File: config.mk
export PLATFORM = sky130hd
export DESIGN_NAME = pong_match_sequencer
export DESIGN_NICKNAME = d
export VERILOG_FILES = /design/src/rtl/pong_match_sequencer.sv
export SDC_FILE = /design/constraint.sdc
export NUM_CORES = 1
export LEC_CHECK = 0
export ABC_AREA = 1
export CAP_MARGIN = 20
export CELL_PAD_IN_SITES_DETAIL_PLACEMENT = 1
export CELL_PAD_IN_SITES_GLOBAL_PLACEMENT = 1
export CORE_UTILIZATION = 41
export CTS_BUF_LIST = sky130_fd_sc_hd__clkbuf_8
export CTS_CLUSTER_SIZE = 40
export DETAILED_ROUTE_END_ITERATION = 8
export PLACE_DENSITY_LB_ADDON = 0.1
export SYNTH_ARGS = -nofsm -noshare
export SYNTH_HDL_FRONTEND = slang
export SYNTH_SLANG_ARGS = --single-unit
File: constraint.sdc
create_clock -name i_Clk -period 1.8 [get_ports i_Clk]
set_input_delay 0.36 -clock i_Clk [delete_from_list [all_inputs] [get_ports i_Clk]]
set_output_delay 0.36 -clock i_Clk [all_outputs]
set_load 0.1 [all_outputs]
File: src/rtl/pong_match_sequencer.sv
// +----------------------------------------------------------------------------+
// | Module : pong_match_sequencer                                              |
// | Match-level serve/rally/point/game-over controller for the Pong datapath.  |
// | Optional: PONG_SEQ_PAUSE_EN adds i_pause and the pause toggle.             |
// | Rev    : 1.0  initial release                                              |
// +----------------------------------------------------------------------------+
`default_nettype none

module pong_match_sequencer #(
  parameter int SERVE_DELAY_FRAMES = 60,
  parameter int POINT_HOLD_FRAMES  = 90,
  parameter int WIN_SCORE          = 7
) (
  input  logic       i_Clk,
  input  logic       i_Rst_n,
  input  logic       i_start,
  input  logic       i_frame_tick,
  input  logic       i_ball_out_left,
  input  logic       i_ball_out_right,
`ifdef PONG_SEQ_PAUSE_EN
  input  logic       i_pause,
`endif
  output logic       o_serve,
  output logic       o_serve_dir,
  output logic       o_run,
  output logic [3:0] o_left_score,
  output logic [3:0] o_right_score,
  output logic       o_game_over,
  output logic       o_winner,
  output logic [2:0] o_state
);

  localparam int             CNT_W      = 10;
  localparam logic [CNT_W-1:0] SERVE_LAST = CNT_W'(SERVE_DELAY_FRAMES - 1);
  localparam logic [CNT_W-1:0] POINT_LAST = CNT_W'(POINT_HOLD_FRAMES - 1);
  localparam logic [3:0]     WIN        = 4'(WIN_SCORE);

  localparam logic [2:0] S_IDLE       = 3'd0;
  localparam logic [2:0] S_SERVE_WAIT = 3'd1;
  localparam logic [2:0] S_RALLY      = 3'd2;
  localparam logic [2:0] S_POINT      = 3'd3;
  localparam logic [2:0] S_GAME_OVER  = 3'd4;

  logic [2:0]       state_q, state_d;
  logic [CNT_W-1:0] cnt_q, cnt_d;
  logic [3:0]       left_q, left_d;
  logic [3:0]       right_q, right_d;
  logic             dir_q, dir_d;
  logic             serve_q, serve_d;
  logic             run_q, run_d;
  logic             over_q, over_d;
  logic             winner_q, winner_d;
  logic             start_q;
  logic             pause_q, pause_d;
  logic             w_start_evt;
  logic             w_paused;

  assign w_start_evt = i_start & ~start_q;

`ifdef PONG_SEQ_PAUSE_EN
  logic pause_in_q;
  logic w_pause_evt;

  assign w_pause_evt = i_pause & ~pause_in_q;
  assign w_paused    = pause_q;

  always_ff @(posedge i_Clk or negedge i_Rst_n) begin
    if (!i_Rst_n) pause_in_q <= 1'b0;
    else          pause_in_q <= i_pause;
  end
`else
  assign w_paused = 1'b0;
`endif

  // State register plus all registered outputs and counters
  always_ff @(posedge i_Clk or negedge i_Rst_n) begin
    if (!i_Rst_n) begin
      state_q  <= S_IDLE;
      cnt_q    <= '0;
      left_q   <= 4'd0;
      right_q  <= 4'd0;
      dir_q    <= 1'b1;
      serve_q  <= 1'b0;
      run_q    <= 1'b0;
      over_q   <= 1'b0;
      winner_q <= 1'b0;
      start_q  <= 1'b0;
      pause_q  <= 1'b0;
    end else begin
      state_q  <= state_d;
      cnt_q    <= cnt_d;
      left_q   <= left_d;
      right_q  <= right_d;
      dir_q    <= dir_d;
      serve_q  <= serve_d;
      run_q    <= run_d;
      over_q   <= over_d;
      winner_q <= winner_d;
      start_q  <= i_start;
      pause_q  <= pause_d;
    end
  end

  always_comb begin
    state_d  = state_q;
    cnt_d    = cnt_q;
    left_d   = left_q;
    right_d  = right_q;
    dir_d    = dir_q;
    serve_d  = 1'b0;
    over_d   = over_q;
    winner_d = winner_q;
    pause_d  = pause_q;

    case (state_q)
      S_IDLE: begin
        if (w_start_evt) begin
          state_d = S_SERVE_WAIT;
          cnt_d   = '0;
          left_d  = 4'd0;
          right_d = 4'd0;
          dir_d   = 1'b1;
        end
      end
      S_SERVE_WAIT: begin
        if (!w_paused && i_frame_tick) begin
          if (cnt_q == SERVE_LAST) begin
            state_d = S_RALLY;
            serve_d = 1'b1;
            cnt_d   = '0;
          end else begin
            cnt_d = cnt_q + CNT_W'(1);
          end
        end
      end
      S_RALLY: begin
        // Simultaneous outs are a no-score point; direction is kept
        if (!w_paused && (i_ball_out_left || i_ball_out_right)) begin
          state_d = S_POINT;
          cnt_d   = '0;
          if (i_ball_out_left && !i_ball_out_right) begin
            right_d = right_q + 4'd1;
            dir_d   = 1'b0;
          end else if (i_ball_out_right && !i_ball_out_left) begin
            left_d = left_q + 4'd1;
            dir_d  = 1'b1;
          end
        end
      end
      S_POINT: begin
        if (!w_paused && i_frame_tick) begin
          if (cnt_q == POINT_LAST) begin
            cnt_d = '0;
            if (left_q == WIN || right_q == WIN) begin
              state_d  = S_GAME_OVER;
              over_d   = 1'b1;
              winner_d = (right_q == WIN);
            end else begin
              state_d = S_SERVE_WAIT;
            end
          end else begin
            cnt_d = cnt_q + CNT_W'(1);
          end
        end
      end
      S_GAME_OVER: begin
        if (w_start_evt) begin
          state_d = S_SERVE_WAIT;
          cnt_d   = '0;
          left_d  = 4'd0;
          right_d = 4'd0;
          dir_d   = 1'b1;
          over_d  = 1'b0;
        end
      end
      default: begin
        state_d = S_IDLE;
        cnt_d   = '0;
        over_d  = 1'b0;
      end
    endcase

`ifdef PONG_SEQ_PAUSE_EN
    if (w_pause_evt &&
        (state_q == S_SERVE_WAIT || state_q == S_RALLY || state_q == S_POINT))
      pause_d = ~pause_q;
`endif
    if (state_d == S_IDLE || state_d == S_GAME_OVER)
      pause_d = 1'b0;

    run_d = (state_d == S_RALLY) && !pause_d;
  end

  always_comb begin
    o_serve       = serve_q;
    o_serve_dir   = dir_q;
    o_run         = run_q;
    o_left_score  = left_q;
    o_right_score = right_q;
    o_game_over   = over_q;
    o_winner      = winner_q;
    o_state       = state_q;
  end

endmodule

`default_nettype wire

# ---- Word level (Yosys, flattened, before mapping)
# Cells that the tools add are included.
# W data, S select, Z words.
dict set report totals {
  word_cells 95
  mem_bits_ro 0
  latchBits 0
  memories 0
  mem_bits_rw 0
  input_bits 6
  regBits 28
  output_inout_bits 16
}
dict set report classes {
  mux 37
  shift 0
  n_mul 0
  n_bitwise 3
  addsub 3
  magnitude_cmp 0
  eq_ne 21
  reduce_logical 20
  div 0
}
# cell count
set ops {}
lappend ops {{$mux W10} 6}
lappend ops {{$pmux W10 S4} 1}
lappend ops {{$mux W4} 6}
lappend ops {{$mux W3} 7}
lappend ops {{$ne A2 B2 Y1 const B} 9}
lappend ops {{$pmux W4 S2} 2}
lappend ops {{$reduce_and A4 Y1} 4}
lappend ops {{$mux W1} 12}
lappend ops {{$pmux W3 S4} 1}
lappend ops {{$add A10 B1 Y10 const B} 1}
lappend ops {{$eq A10 B6 Y1 const B} 1}
lappend ops {{$eq A10 B7 Y1 const B} 1}
lappend ops {{$reduce_and A5 Y1} 2}
lappend ops {{$eq A3 B2 Y1 const B} 3}
lappend ops {{$add A4 B1 Y4 const B} 2}
lappend ops {{$eq A4 B3 Y1 const B} 2}
lappend ops {{$eq A3 B3 Y1 const B} 2}
lappend ops {{$logic_not A3 Y1} 2}
lappend ops {{$eq A3 B1 Y1 const B} 1}
lappend ops {{$logic_and A1 B1 Y1} 3}
lappend ops {{$logic_not A1 Y1} 3}
lappend ops {{$logic_or A1 B1 Y1} 3}
lappend ops {{$ne A3 B3 Y1 const B} 1}
lappend ops {{$pmux W1 S3} 1}
lappend ops {{7 further kinds} 8}

# ---- Logic depth before layout (Yosys ltp)
# Gate-level depths: netlist of the first run.
dict set report logic_depth {
  word_depth 11
  depth_mapped 10
  ltp_nobuf 10
}

# ---- Worst setup path after synthesis of the first run
# Ideal clock, no wire load.
dict set report synth_path {
  path_kind {register to register}
  start {register state_q[0] (netlist: o_state[0])}
  end {register cnt_q[3]}
  setup_ps 123
  path_buffers 1
  arrival_time_ps 1942
  t_required_ps 1677
  setup_slack_ps -265
  period_less_slack_ps 2065
  path_stages_with_launch 9
  path_cell_list {dfrtp_1 -> inv_1 -> nand2_2 -> nor2_2 -> nor3_2 -> buf_6 -> nand3_1 -> nand2_1 -> nor2_1}
}
dict set report synth_between {
  elab_chain_cells 4
  word_cells_on_any_way 12
  classes_between {8 x eq/ne; 1 x mux; 3 x reduce/logical}
}
# element line
set synth_rtl {}
lappend synth_rtl {{from (decl)} 44} ;# logic [2:0] state_q, state_d;
lappend synth_rtl {{from (signal assigned)} 90} ;# state_q <= state_d;
lappend synth_rtl {{$eq A3 B3 Y1 / $logic_not A3 Y1 (equally long branches)} 115} ;# case (state_q)
lappend synth_rtl {{$reduce_or A2 Y1 (no source line)} --}
lappend synth_rtl {{$ne A2 B1 Y1 (no source line)} --}
lappend synth_rtl {{$reduce_and A4 Y1 (no source line)} --}
lappend synth_rtl {{to (signal assigned)} 91} ;# cnt_q <= cnt_d;
lappend synth_rtl {{to (decl)} 45} ;# logic [CNT_W-1:0] cnt_q, cnt_d;
# Parallel ways exist; a longest one is shown, timed or not.
# A chain may end at the register's enable or synchronous reset.

# ---- Worst setup path in the final report of the first run
dict set report layout_path {
  start {register cnt_q[7]}
  end {register cnt_q[6]}
}
dict set report layout_between {
  elab_chain_cells 4
  word_cells_on_any_way 7
  classes_between {2 x eq/ne; 5 x mux}
}
# element line
set layout_rtl {}
lappend layout_rtl {{$eq A10 B7 Y1 / $eq A10 B6 Y1 (equally long branches)} {152, 127}}
lappend layout_rtl {{$mux W10 (on tied branches)} {152, 127}}
lappend layout_rtl {{$mux W10 (on tied branches)} {151, 126}}
lappend layout_rtl {{$pmux W10 S4 (*)} 115}
# Mark *: on every way between the ends. The rest lies on a longest branch, timed or not. The select of a mux whose other input is x is not followed.

==> impl_metrics.py, run 1 <==
metrics = {
    "outcome": {
        "outcome": "completed",
    },
    "worst_setup_path": {
        "critical_path_class": "flip-flop to flip-flop",
        "worstPathBufferInverterCount": 1,
        "critical_path.cell_chain": "inv_1, nand3_1, nor2_1, nand2_1, nand2_1, nand2_1, nor2_2, nor2_1",
        "critPathArrivalTime_ns": 1.79,
        "timing.critical_path.fanout_max": 5,
        "worstSetupEndpointType": "flip-flop",
        "timing.critical_path.max_delay_family": "simple AND/OR/NAND/NOR gates",
        "startpoint_type": "flip-flop",
        "critical-path-max-stage-delay_ns": 0.44,
        "worstPathRequired_ns": 1.98,
        "critical_path.slowest_cell": "dfrtp_1",
        "critPathMostFrequentCell": "nand2_1",
    },
    "power_and_ir_drop": {
        "vdd.ir_drop.worst_mv": 1.00,
        "pwr-share-comb_pct": 50.7,
        "power_frac_clock_pct": 14.2,
        "netSwitchingPower_mw": 1.38,
        "p_per_area_nw_per_um2": 1290,
        "power.leakage_nw": 1.17,
        "internal_power_mw": 1.51,
        "swShare_pct": 47.8,
        "power.share.sequential_pct": 35.1,
    },
    "grt": {
        "globalRoute.totalOverflow": 0,
        "grt_pass1_vias": 1725,
        "grt_start_max_net_pins": 29,
        "grt_use_total_pct": 25.4,
        "antenna_found_initial": 0,
        "first_pass_grt_wire_length_um": 8250,
    },
    "synthesis": {
        "synthArstFlopShare_pct": 100,
        "average_footprint_of_a_synthesized_cell_sq_um": 6.92,
        "ys_top_cells_by_count": "nand2_1 (68), inv_1 (36), nand3_1 (34)",
        "ys_ff_latch": 28,
        "synth.yosys.warnings": 0,
        "syn_nets": 252,
        "yosys.cell_types.count": 23,
        "top_cell_type_s_share_of_synthesized_area_pct": 40.3,
        "synth.most_common_cell": "nand2_1",
        "dominantRegCellSynth": "dfrtp_1",
        "synth_sequential_area_ratio_pct": 41.9,
        "synth.largest_area_cell": "dfrtp_1",
        "mappedNetlistArea_sq_um": 1680,
        "synth_enable_flop_cells": 0,
        "netlist_instances": 242,
        "synth_area_leaders": "dfrtp_1 (40%), nand2_1 (15%), nand3_1 (10%)",
    },
    "cells_and_area": {
        "fillCellCount": 496,
        "n_antenna_cell": 0,
        "drive_gt1_share_pct": 17.0,
        "nNetsFinal": 288,
        "multi_input_area_sq_um": 822,
        "flow.area_growth_from_synthesis_pct": 33.9,
        "final_standard_cell_count_with_taps_included_and_fillers_excluded": 325,
        "area.sequential_sq_um": 711,
    },
    "routing": {
        "post-route-drc-count": 0,
        "vias_per_cell": 5.19,
        "antenna_left": 0,
        "routed_wirelength_normalized_by_instance_count_um": 14.8,
        "drt_first_iter_violations": 57,
        "vias": 1686,
        "drt_first_pass_iters": 4,
        "routed_wirelength_um": 4830,
    },
    "job": {
        "drv.max_cap_violation_count": 0,
    },
    "clock_tree": {
        "htree_levels": 1,
        "post-cts-setup-buffer-count": 0,
        "cts.sink_count": 28,
        "clk_transition_reported_paths_ns": 0.10,
        "clock_path_buffers": 2,
        "numCtsBuffers": 3,
        "cts_tree": "built",
        "cts_hold_buffers": 0,
        "worst_skew_pair.late_latency_ns": 0.28,
        "cts_root_buf": "clkbuf_8",
    },
    "placement": {
        "dp_cells": 321,
        "numPortBuffers": 21,
        "weighted_congestion_reported_at_the_end_of_routability_driven_placement": 0.844,
        "hpwl_um": 3800,
    },
    "timing": {
        "fin_tns_setup_ns": 0,
        "timing.final.crit_period_ns": 1.61,
        "final_hold_viol_count": 0,
        "period_utilization_post_route_pct": 89.4,
        "timing.final.setup_violations": 0,
        "timing.max_slew.rel_slack_pct": 75.2,
        "max_freq_mhz": 621,
        "maxSlewViolCount": 0,
        "worst_slew_pin_slew_ns": 0.372,
        "timing.clock.skew_ns": 0.00423,
        "unrepaired_setup_endpoints_after_global_routing": "false",
    },
    "floorplanning": {
        "core.rowCount": 22,
        "total_die_area_sq_um": 4350,
        "dieHeight_um": 65.9,
        "core_area_sq_um": 3800,
        "design.portCount": 22,
        "die_w_um": 65.9,
        "initial_utilization_pct": 44.1,
    },
    "min_path": {
        "min-delay-path-class": "input pin to asynchronous set/reset pin",
    },
}
==> layout make-up <==
| class | instances | area share, % |
|---|---|---|
| clock buffer | 4 | 2.45 |
| inverter | 38 | 6.36 |
| multi-input combinational | 175 | 36.6 |
| sequential | 28 | 31.7 |
| tap | 48 | 2.68 |
| timing repair buffer | 32 | 20.2 |
==> routing by layer <==
layer	global-route usage (%)	vias to the layer above	part of all wire, %
li1	-	840	-
met1	34.6	815	50
met2	42.1	24	47
met3	2.59	7	1.9
met4	7.61	0	1.4
met5	0	-	0
==> kinds of logic after synthesis <==
group | count (synthesis) | synth area share, %
AND/OR/NAND/NOR | 148 | 38.1
XOR/XNOR | 2 | 1.05
flip-flops | 28 | 41.9
adder cells (fa/ha/maj) | 4 | 2.99
AO/OA/AOI/OAI | 21 | 6.80
buffers and inverters | 39 | 9.19
==> per-stage QoR <==
step	worst slack (ns)	instance area [sq um]	hold WS, ns	power (mW)	util, %
6_report	0.191	2240	0.456	2.89	59.1
5_1_grt	0.0198	2240	0.503	3.07	59.1
4_1_cts	0.141	2240	0.469	2.90	59.0
3_5_place_dp	-0.0568	2190	0.512	2.48	57.5
3_3_place_gp	0.0216	2190	0.487	2.44	57.5
2_1_floorplan	0.0642	1680	0.0644	1.91	-
==> timing repair <==
action | in CTS | in global routing
resized for setup | 0 | 1
endpoints found under the setup margin | 0 | 3
hold endpoints to repair | 0 | 0
==> cell usage in the layout (no fill, tap or decap), drive strengths merged <==
master          n
a21oi           7
a31oi           1
buf            27
clkbuf          4
clkdlybuf4s50   5
dfrtp          27
dfstp           1
ha              4
inv            38
nand2          69
nand3          35
nand4           7
nor2           33
nor3            3
o211ai          1
o21ai          10
o31ai           2
or2             1
xnor2           1
xor2            1
==> worst paths after layout <==
kind	start	to	slack (ns)	depth (start not counted)
worst min register to register	pause_q	pause_q	0.52	2
worst min-delay path	i_Rst_n	o_right_score[2]	0.46	2
worst max register to register	cnt_q[7]	cnt_q[6]	0.19	8
max in group asynchronous	i_Rst_n	o_serve_dir	1.03	2
min in group i_Clk	pause_q	pause_q	0.52	2
worst max-delay path	cnt_q[7]	cnt_q[6]	0.19	8
==> power by group through the flow <==
stage                     clock network, mW  registers [mW]  logic (mW)
after floorplan                           0            1.41       0.494
after global placement                    0            1.01        1.43
after detailed placement                  0            1.02        1.46
after CTS                             0.416            1.01        1.47
after global routing                  0.444            1.04        1.59
final                                 0.411            1.01        1.46
==> registers in the layout, summed over array words and instances, names as in the netlist <==
| register | count |
|---|---|
| cnt_q | 10 |
| o_game_over | 1 |
| o_left_score | 4 |
| o_right_score | 4 |
| o_run | 1 |
| o_serve | 1 |
| o_serve_dir | 1 |
| o_state | 3 |
| o_winner | 1 |
| pause_q | 1 |
| start_q | 1 |
No activity file was read; power rests on OpenSTA's default activity.
==> inputs of run 2 (changes only) <==
Settings changed: SKIP_CTS_REPAIR_TIMING from default to 1.
==> results of run 2 <==
No change in the layout: final DEF, timing and power equal those of run 1.
==> patch, RTL diff (config.mk and constraints of run 1) <==
Set the localparam `CNT_W` to 5 (it was 10).
--- a/src/rtl/pong_match_sequencer.sv
+++ b/src/rtl/pong_match_sequencer.sv
@@ -30,7 +30,7 @@
   output logic [2:0] o_state
 );
 
-  localparam int             CNT_W      = 10;
+  localparam int             CNT_W      = 5;
   localparam logic [CNT_W-1:0] SERVE_LAST = CNT_W'(SERVE_DELAY_FRAMES - 1);
   localparam logic [CNT_W-1:0] POINT_LAST = CNT_W'(POINT_HOLD_FRAMES - 1);
   localparam logic [3:0]     WIN        = 4'(WIN_SCORE);
Check against the original RTL: no difference found for any inputs over 10 cycles, from zero or initial values and one cycle with i_Rst_n low; that may be too few to reach the edited logic, so the function may still have changed.
==> patch against run 1 <==
The run now ends with DRC left. Die area down 23%. Total power grew 4.5%. Clock skew decreased by 2.2 ps. Cell area is 21% lower. Synthesized cell count down 32%. Setup slack better by 130 ps. Sequential cell count down 5. Fmax up 8.9%. Synthesized area shrank 23%. Clock power decreased by 22%. Wire length shrank 38%. Via count is 31% lower. Count of clock-buffer cells in the layout fell by 1.
==> patch: results (changes against run 1) <==
Setup path
The largest stage delay on the critical path is 470 ps (+30 ps). The slowest stage of the critical path belongs to the cell sky130_fd_sc_hd__clkdlybuf4s50_1.

Route
The number of DRC markers in iteration 0 came to 41 (-28%). The routed length on met2 is 1570 microns (-30%). The first-pass iteration count of the detailed router is 6 (+2). The residual DRC count is 3 (+3). The routed wire length on met3 came to 83 microns (-7.8%). The detailed-routing wirelength on met1 is 1310 microns (-46%). The detailed-route vias per instance is 5.23 (+0.90%).

Power
The reported leakage power is 0.875 nW (-25%). The net switching power of the design is 1.59 mW (+15%). The proportion of total power due to net switching came to 0.525 (+0.0475). The power share of the clock group is 0.106 (-0.036).

Placed design
The instance area at placement came to 0.00172 sq mm (-21%). The global placement routability congestion was 0.805 (-4.6%). The placed wire-length estimate after detailed placement was 2350 microns (-38%). The post-placement worst setup slack came to 35.4 ps (+92.2 ps).

Logic synthesis
The synthesized net count is 174 (-31%). The distinct cell type count after synthesis is 24 (+4.3%). The per-instance average area after synthesis is 7.84 sq um (+13%).

The commonest cells after synthesis are 40 x sky130_fd_sc_hd__nand2_1, 24 x sky130_fd_sc_hd__inv_1, 22 x sky130_fd_sc_hd__dfrtp_1, 17 x sky130_fd_sc_hd__nor2_1, 15 x sky130_fd_sc_hd__nand3_1.

Global routing
The pin count of the biggest net entering global routing is 24 (-17%). The first-pass GRT wire length is 5240 microns (-36%). The global routing usage on met1 came to 0.252 (-0.0945).

The overall routing resource usage is 0.204 (-0.0502). The number of global-route vias before repair is 1193 (-31%).

Layout
The number of flip-flops in the largest register is 5 (-5). The non-filler instance count after layout is 222 (-32%). The area occupied by registers is 586 sq um (-18%).

Outcome
The flow ran to the end, but the final reports show violations. The final reports fail on DRC.

Timing
The slew at the pin with the worst max-slew slack was 329 ps (-43.3 ps).
[patch: worst paths after layout]
kind | slack (ps) | to | depth (start not counted) | start
setup / recovery | 320 | o_left_score[0]$_DFFE_PN0P_ | 7 | i_start
hold / removal | 440 | o_left_score[3]$_DFFE_PN0P_ | 2 | i_Rst_n
setup reg to reg | 360 | o_winner$_DFFE_PN0P_ | 8 | o_right_score[0]$_DFFE_PN0P_
max in group asynchronous | 1080 | o_serve_dir$_DFFE_PN1P_ | 2 | i_Rst_n
hold reg to reg | 450 | o_run$_DFF_PN0_ | 1 | pause_q$_DFF_PN0_
min in group i_Clk | 450 | o_run$_DFF_PN0_ | 1 | pause_q$_DFF_PN0_
[patch: worst register-to-register path: stages, from the launching register on]
cell                      delay, ps
sky130_fd_sc_hd__dfrtp_2        430
sky130_fd_sc_hd__ha_1           210
sky130_fd_sc_hd__nand3_1        120
sky130_fd_sc_hd__nand2_1        120
sky130_fd_sc_hd__nand2_1         70
sky130_fd_sc_hd__nor2_1         150
sky130_fd_sc_hd__nand2_1        120
sky130_fd_sc_hd__nand2_1         70
sky130_fd_sc_hd__o21ai_1         50
[patch: kinds of logic after synthesis]
group,count (synthesis),share of synthesized area
and+or+nand+nor,85,0.315
DFF,23,0.449
adders and majority gates,4,0.0389
xor gates and xnor gates,2,0.0136
buffers and inverters,28,0.0818
AOI/OAI and AO/OA,22,0.101
[patch: cell type report]
| cell class | count | area share |
|---|---|---|
| Multi-Input combinational cell | 113 | 0.342 |
| Sequential cell | 23 | 0.332 |
| Timing Repair Buffer | 23 | 0.219 |
| Inverter | 28 | 0.0596 |
| Clock buffer | 3 | 0.0234 |
| Tap cell | 31 | 0.0220 |
| Clock inverter | 1 | 0.00213 |
